$ cat src/rtl/laser_frame_scheduler.sv
// Two-laser frame scheduler for the two-colour miniscope.
// Synchronises camera V_SYNC, assigns each accepted frame to a laser and
// drives that laser's SYNC output for ON_TIME cycles after DELAY cycles.
module laser_frame_scheduler #(
  parameter int unsigned CNT_W       = 24,
  parameter int unsigned SYNC_STAGES = 2,
  parameter int unsigned FCNT_W      = 16
) (
  input  logic              CLK,
  input  logic              RST,
  input  logic              V_SYNC,
  input  logic              ENABLE,
  input  logic [1:0]        MODE,
  input  logic [CNT_W-1:0]  DELAY,
  input  logic [CNT_W-1:0]  ON_TIME,
  output logic              SYNC_0,
  output logic              SYNC_1,
  output logic              FRAME_TAG,
  output logic [FCNT_W-1:0] FRAME_CNT,
  output logic              BUSY,
  output logic              OVERRUN
);

  typedef enum logic [1:0] {
    S_IDLE  = 2'd0,
    S_DELAY = 2'd1,
    S_ON    = 2'd2
  } state_t;

  state_t                r_state;
  logic [SYNC_STAGES-1:0] r_sync;
  logic                  r_sync_d;
  logic [CNT_W-1:0]      r_cnt;
  logic [CNT_W-1:0]      r_on_sh;
  logic                  r_sel_sh;

  logic w_fs;
  logic w_accept;
  logic w_new_tag;
  logic w_null;
  logic w_sel;

  // V_SYNC synchroniser chain plus edge-detect flop
  always_ff @(posedge CLK) begin
    if (RST) begin
      r_sync   <= '0;
      r_sync_d <= 1'b0;
    end else begin
      r_sync   <= {r_sync[SYNC_STAGES-2:0], V_SYNC};
      r_sync_d <= r_sync[SYNC_STAGES-1];
    end
  end

  // Frame-start pulse and per-frame laser selection
  always_comb begin
    w_fs      = r_sync[SYNC_STAGES-1] & ~r_sync_d;
    w_accept  = w_fs & ENABLE;
    w_new_tag = ~FRAME_TAG;
    w_null    = (MODE == 2'd3) || (ON_TIME == '0);
    // mode 1 -> laser 0, mode 2 -> laser 1, mode 0 -> follows the new tag
    w_sel     = (MODE == 2'd0) ? w_new_tag : MODE[1];
  end

  // Scheduler FSM with registered laser, tag, count, busy and overrun outputs
  always_ff @(posedge CLK) begin
    if (RST) begin
      r_state   <= S_IDLE;
      r_cnt     <= '0;
      r_on_sh   <= '0;
      r_sel_sh  <= 1'b0;
      SYNC_0    <= 1'b0;
      SYNC_1    <= 1'b0;
      FRAME_TAG <= 1'b1;
      FRAME_CNT <= '0;
      BUSY      <= 1'b0;
      OVERRUN   <= 1'b0;
    end else begin
      OVERRUN <= 1'b0;
      if (!ENABLE) begin
        r_state <= S_IDLE;
        SYNC_0  <= 1'b0;
        SYNC_1  <= 1'b0;
        BUSY    <= 1'b0;
      end else if (w_accept) begin
        FRAME_TAG <= w_new_tag;
        FRAME_CNT <= FRAME_CNT + FCNT_W'(1);
        r_on_sh   <= ON_TIME;
        r_sel_sh  <= w_sel;
        SYNC_0    <= 1'b0;
        SYNC_1    <= 1'b0;
        if (w_null) begin
          r_state <= S_IDLE;
          BUSY    <= 1'b0;
          OVERRUN <= (r_state != S_IDLE);
        end else if (r_state != S_IDLE) begin
          // Abort: one forced both-low cycle, then the full new delay,
          // so the counter is loaded with DELAY rather than DELAY-1.
          OVERRUN <= 1'b1;
          r_state <= S_DELAY;
          r_cnt   <= DELAY;
          BUSY    <= 1'b1;
        end else if (DELAY != '0) begin
          r_state <= S_DELAY;
          r_cnt   <= DELAY - CNT_W'(1);
          BUSY    <= 1'b1;
        end else begin
          r_state <= S_ON;
          r_cnt   <= ON_TIME - CNT_W'(1);
          SYNC_0  <= ~w_sel;
          SYNC_1  <= w_sel;
          BUSY    <= 1'b1;
        end
      end else begin
        case (r_state)
          S_DELAY: begin
            if (r_cnt == '0) begin
              r_state <= S_ON;
              r_cnt   <= r_on_sh - CNT_W'(1);
              SYNC_0  <= ~r_sel_sh;
              SYNC_1  <= r_sel_sh;
            end else begin
              r_cnt <= r_cnt - CNT_W'(1);
            end
          end
          S_ON: begin
            if (r_cnt == '0) begin
              r_state <= S_IDLE;
              SYNC_0  <= 1'b0;
              SYNC_1  <= 1'b0;
              BUSY    <= 1'b0;
            end else begin
              r_cnt <= r_cnt - CNT_W'(1);
            end
          end
          default: begin
            r_state <= S_IDLE;
          end
        endcase
      end
    end
  end

endmodule

$ cat config.mk
export PLATFORM = sky130hd
export DESIGN_NAME = laser_frame_scheduler
export DESIGN_NICKNAME = d
export VERILOG_FILES = /design/src/rtl/laser_frame_scheduler.sv
export SDC_FILE = /design/constraint.sdc
export NUM_CORES = 1
export LEC_CHECK = 0
export ABC_CLOCK_PERIOD_IN_PS = 3500
export CAP_MARGIN = 20
export CORE_ASPECT_RATIO = 0.9
export CORE_UTILIZATION = 49
export CTS_CLUSTER_SIZE = 14
export DETAILED_ROUTE_END_ITERATION = 10
export PLACE_DENSITY = 0.75
export SLEW_MARGIN = 20
export SYNTH_ARGS = -nofsm -noshare
export SYNTH_HDL_FRONTEND = slang
export SYNTH_SLANG_ARGS = --single-unit
$ cat constraint.sdc
create_clock -name CLK -period 3.5 [get_ports CLK]
set_input_delay 0.525 -clock CLK [delete_from_list [all_inputs] [get_ports CLK]]
set_output_delay 0.525 -clock CLK [all_outputs]
set_load 0.02 [all_outputs]
== After elaboration in Yosys (flattened, before gate mapping) ==
Cells that the tools add are included.

* Add/sub/neg operators: 5
* Equality and inequality tests: 7
* Mux-type cells: 33
* Bitwise operators: 8
* Reductions and logical operators: 16

{| class="wikitable"
|+ Operators with widths
! kind !! count
|-
| $mux W24 || 6
|-
| $sub A24 B1 Y24 const B || 4
|-
| $logic_not A24 Y1 || 2
|-
| $pmux W24 S2 || 1
|-
| $reduce_bool A24 Y1 || 1
|-
| $mux W1 || 17
|-
| $add A16 B1 Y16 const B || 1
|-
| $mux W2 || 6
|-
| $ne A3 B3 Y1 const B || 3
|-
| $not A1 Y1 || 6
|-
| $reduce_and A2 Y1 || 3
|-
| $reduce_bool A2 Y1 || 3
|-
| $eq A2 B2 Y1 const B || 2
|-
| $pmux W1 S2 || 2
|-
| $pmux W2 S2 || 1
|-
| $reduce_and A4 Y1 || 1
|-
| $reduce_and A3 Y1 || 1
|-
| $reduce_bool A3 Y1 || 1
|-
| $reduce_or A3 Y1 || 1
|-
| $and A1 B1 Y1 || 2
|-
| $eq A2 B1 Y1 const B || 1
|-
| $logic_not A2 Y1 || 1
|-
| $ne A2 B2 Y1 const B || 1
|-
| $reduce_or A2 Y1 || 1
|-
| $logic_or A1 B1 Y1 || 1
|}

* Register bits: 75
* Output and inout bits: 21
* Word-level logic and storage cells: 81

== Depth between registers and ports, before layout ==
Gate-level depths: netlist of run 1.

* Word-level depth: 7
* Depth in mapped cells: 16
* Mapped depth without buffers: 12

== Worst setup path after synthesis of run 1 ==
Ideal clock, no wire load.

* Path type: input -> register
* Start: input port DELAY[4]
* End: register r_cnt[18]
* Library setup time: 0.088 ns
* Arrival: 3.637 ns
* Required time: 3.412 ns
* Path slack: -0.225 ns
* Stages: 16
* Path buffers: 4
* Path through: clkbuf_1 > nor4_4 > nand4_1 > buf_2 > nor2_2 > buf_2 > buf_2 > a21oi_1 > ha_1 > nor4b_1 > nand3_1 > a21oi_1 > a22oi_1 > o31a_1 > o21a_1 > nor4_2

* Word-level cells in the longest chain between the ends: 5
* Elaborated cells between the ends (all ways): 6

{| class="wikitable"
|+ Ends and longest elaborated chain
! what !! line !! RTL
|-
| from (decl) || 14 || <nowiki>input logic [CNT_W-1:0] DELAY,</nowiki>
|-
| $sub A24 B1 Y24 / $reduce_bool A24 Y1 (equally long branches) || 104, 102 ||
|-
| $mux W24 (*) || 102 || <nowiki>end else if (DELAY != '0) begin</nowiki>
|-
| $mux W24 (*) || 95 || <nowiki>end else if (r_state != S_IDLE) begin</nowiki>
|-
| $mux W24 (*) || 91 || <nowiki>if (w_null) begin</nowiki>
|-
| $mux W24 (*) || 84 || <nowiki>end else if (w_accept) begin</nowiki>
|-
| to (signal assigned) || 104 || <nowiki>r_cnt <= DELAY - CNT_W'(1);</nowiki>
|-
| to (signal assigned) || 108 || <nowiki>r_cnt <= ON_TIME - CNT_W'(1);</nowiki>
|-
| to (signal assigned) || 118 || <nowiki>r_cnt <= r_on_sh - CNT_W'(1);</nowiki>
|-
| to (decl) || 33 || <nowiki>logic [CNT_W-1:0] r_cnt;</nowiki>
|}

Every way passes the cells marked *; elsewhere a longest branch is shown, timed or not. The select of a mux whose other input is x is not followed.
A chain may end at the register's enable or synchronous reset.

== Worst setup path after layout of run 1 ==
* Start: input port DELAY[5]
* End: register r_cnt[14]

The elaborated chain is that of the path after synthesis.

==> impl_metrics.env, run 1 <==
export IMPL_rows=37
export IMPL_dieWidth_um=116
export IMPL_synth_async_sr_flop_share=0
export IMPL_cts_tree="done"
export IMPL_p_int_w=0.00187
export IMPL_synth_edf_count=0
export IMPL_vias=6586
export IMPL_final_common_cell="nand2_1"
export IMPL_critPathKind="primary input to register"
export IMPL_cpLargestDelayFamily="simple AND/OR/NAND/NOR gates"
export IMPL_clockBufferDepth=2
export IMPL_drtIter0Drc=667
export IMPL_ios=75
export IMPL_synth_nets=832
export IMPL_clock_sinks=75
export IMPL_cts_max_level=3
export IMPL_dr_pass1_iters=5
export IMPL_syn_inst=773
export IMPL_cts_made_buffers=9
export IMPL_dp_cells=1024
export IMPL_relSlewSlack=0.295
export IMPL_io_buffers=74
export IMPL_worstPathArrival_ps=3590
export IMPL_syn2layout_area_growth_pct=29.0
export IMPL_yosysWarnings=0
export IMPL_detail_route_antenna_nets=0
export IMPL_cpPeakStageDelay_ps=500
export IMPL_start_kind="primary input"
export IMPL_path_clk_slew_ps=60
export IMPL_wirelength_um=19300
export IMPL_cp_cell_sequence="clkdlybuf4s50_1, nor4_1, nand3_1, nor2_4, a21oi_1, ha_2, nor4b_4, nand3_1, a21oi_4, a22o_4, mux2i_1, a2111o_1, a211oi_2"
export IMPL_critPathMaxFanout=4
export IMPL_grt_pass1_vias=6165
export IMPL_power_switching_w=0.000776
export IMPL_finClkSkew_ps=6.13
export IMPL_leakage_nw=2.72
export IMPL_grt_max_degree=49
export IMPL_dieArea_mm2=0.0121
export IMPL_nFillCells=1036
export IMPL_powerDensity_mw_per_mm2=359
export IMPL_grt_usage=0.327
export IMPL_final_max_slew_violation_count=0
export IMPL_status="complete, no violations"
export IMPL_r2r_slack_ps=470
export IMPL_seqPwrFrac=0.335
export IMPL_stdcell_area_mm2=0.00736
export IMPL_ir_worst_vdd_v=0.000461
export IMPL_syn_area_mm2=0.00570
export IMPL_cpMostUsedCell="nand3_1"
export IMPL_gp_congestion=0.929
export IMPL_drv_cap=0
export IMPL_die_y_um=104
export IMPL_hold_violations=0
export IMPL_synth_flop_cell="dfxtp_1"
export IMPL_drive_above_1_share=0.145
export IMPL_grt_pass1_wl_um=31000
export IMPL_hpwl_um=14300
export IMPL_fmax_mhz=300
export IMPL_wl_per_cell_um=18.6
export IMPL_fin_crit_sh=0.952
export IMPL_final_cells=1040
export IMPL_critPathSlowestCell="nor4_1"
export IMPL_core_mm2=0.0114
export IMPL_clkPwrFrac=0.410
export IMPL_power_frac_comb=0.255
export IMPL_grt_antenna_before_repair=0
export IMPL_avgSynthCellArea_um2=7.38
export IMPL_fin_crit_ps=3330
export IMPL_end_kind="register"
export IMPL_floorplan_initialDensity=0.501
export IMPL_ys_types=77
export IMPL_crit_buf_inv=1
export IMPL_overflow=0
export IMPL_nNetsFinal=938
export IMPL_root_buffer="clkbuf_16"
export IMPL_final_cell_mix="nand2_1 (100), dfxtp_1 (75), nor2_1 (75), clkdlybuf4s50_1 (73), buf_4 (70)"
export IMPL_worst_pin_slew_ps=1060
export IMPL_synth_ff_latch_count=75
export IMPL_avgViaCountPerCell=6.33
export IMPL_setup_viol=0
export IMPL_ys_seq_area_frac=0.263
export IMPL_cp_required_ps=3760
export IMPL_rsz0062_at_grt="false"
export IMPL_dpl_instance_area_mm2=0.00697
export IMPL_switching_share=0.293
export IMPL_hold_class="register to register"
export IMPL_cts_hold_buf=0
export IMPL_drc=0
export IMPL_diodes=0
export IMPL_clock_latency_ps=340
-- power by group through the flow --
stage | sequential (W) | combinational, W | clock [W]
after floorplan | 0.000901 | 0.000425 | 0
after global placement | 0.000903 | 0.000645 | 0
after detailed placement | 0.000904 | 0.000652 | 0
after CTS | 0.000885 | 0.000658 | 0.00109
after global routing | 0.000887 | 0.000731 | 0.00113
final | 0.000886 | 0.000675 | 0.00108
-- state kept, by name, summed over array words and instances, names as in the netlist --
register	flops
r_cnt	24
r_on_sh	24
FRAME_CNT	16
r_state	2
r_sync	2
BUSY	1
FRAME_TAG	1
OVERRUN	1
SYNC_0	1
SYNC_1	1
r_sel_sh	1
r_sync_d	1
-- cell usage after synthesis (4+ instances only) --
library cell / number / share of area
buf_2: 7 / 0.0061
xnor2_1: 20 / 0.031
nor4_1: 23 / 0.025
a311oi_1: 6 / 0.0092
inv_1: 15 / 0.0099
dfxtp_1: 75 / 0.26
nand4_1: 13 / 0.014
o311ai_1: 4 / 0.0061
nand3_1: 22 / 0.019
and3_1: 8 / 0.0088
a211o_1: 5 / 0.0077
or4_4: 4 / 0.0079
o221ai_1: 5 / 0.0077
xor2_1: 25 / 0.038
nor3_1: 33 / 0.029
o31a_1: 4 / 0.0061
nand2b_1: 7 / 0.0077
a21o_1: 4 / 0.0053
o21ai_0: 36 / 0.032
nand2_1: 100 / 0.066
a31oi_1: 14 / 0.015
o31ai_1: 9 / 0.012
mux2i_1: 12 / 0.021
or4_1: 9 / 0.012
or2_2: 6 / 0.0066
a22oi_1: 9 / 0.012
o211ai_1: 9 / 0.012
nor2b_1: 10 / 0.011
buf_1: 5 / 0.0033
ha_1: 5 / 0.011
or3_1: 14 / 0.015
a21oi_1: 66 / 0.058
nor2_1: 77 / 0.051
clkbuf_1: 33 / 0.022
a211oi_1: 12 / 0.016
-- layer usage --
metal,track usage,routed length (um),vias to the layer above
li1,-,-,3096
met1,0.422,8200,3135
met2,0.539,9080,312
met3,0.0629,1510,43
met4,0.115,518,0
met5,0,0,-
-- worst register-to-register path, delay by kind of cell, from the launching register on --
kind               cells  cell delay [ps]
AOI/OAI and AO/OA      2              240
DFF                    1              370
and+or+nand+nor        5             2330
-- cells by family (layout without fill, tap and decap cells) --
kind of cell | Yosys count | in the layout | synth area share
AOI/OAI and AO/OA | 217 | 217 | 0.258
adders and majority gates | 5 | 5 | 0.0110
DFF | 75 | 75 | 0.263
and+or+nand+nor | 355 | 355 | 0.329
buffers and inverters | 64 | 175 | 0.0483
muxes | 12 | 12 | 0.0211
xor gates and xnor gates | 45 | 45 | 0.0691
-- stage by stage --
step | hold slack, ps | setup TNS [ps] | utilization | power (W) | worst slack [ps]
2_1_floorplan | 414 | 0 | - | 0.00133 | 15.9
3_3_place_gp | 416 | -378 | 0.612 | 0.00155 | -126
3_5_place_dp | 423 | -768 | 0.612 | 0.00156 | -249
4_1_cts | 438 | 0 | 0.643 | 0.00264 | 102
5_1_grt | 451 | 0 | 0.646 | 0.00275 | 5.44
6_report | 436 | 0 | 0.646 | 0.00265 | 168
-- final cells by class --
| cell class | count | area (um^2) | share of cell area |
|---|---|---|---|
| multi-input cells | 634 | 4000 | 0.543 |
| flip-flops and latches | 75 | 1500 | 0.204 |
| repair buffers | 144 | 1260 | 0.171 |
| clock buffers | 10 | 239 | 0.0325 |
| well taps | 156 | 195 | 0.0265 |
| clock inverters | 6 | 113 | 0.0153 |
| inverters | 15 | 56.3 | 0.00765 |
-- worst paths after layout --
| path | startpoint | endpoint | cells past startpoint |
|---|---|---|---|
| min reg2reg | r_sync[0] | r_sync[1] | 1 |
| max | DELAY[5] | r_cnt[14] | 13 |
| min | r_sync[0] | r_sync[1] | 1 |
| max reg2reg | r_cnt[10] | r_cnt[20] | 7 |
-- what timing repair did --
item / CTS / global route
resized for setup: 0 / 6
setup endpoints to repair: 0 / 5
setup buffers: 0 / 0
Power figures use the tool's default switching activity.
==> inputs of run 2 (changes only) <==
CAP_MARGIN = 5   (was 20)
==> results of run 2 <==
Same layout as run 1: the final DEF is identical, and so are final timing and power.
==> inputs of run 3 (changes only) <==
HOLD_SLACK_MARGIN = 0.15   (was unset)
==> results of run 3 <==
Same layout as run 1: the final DEF is identical, and so are final timing and power.
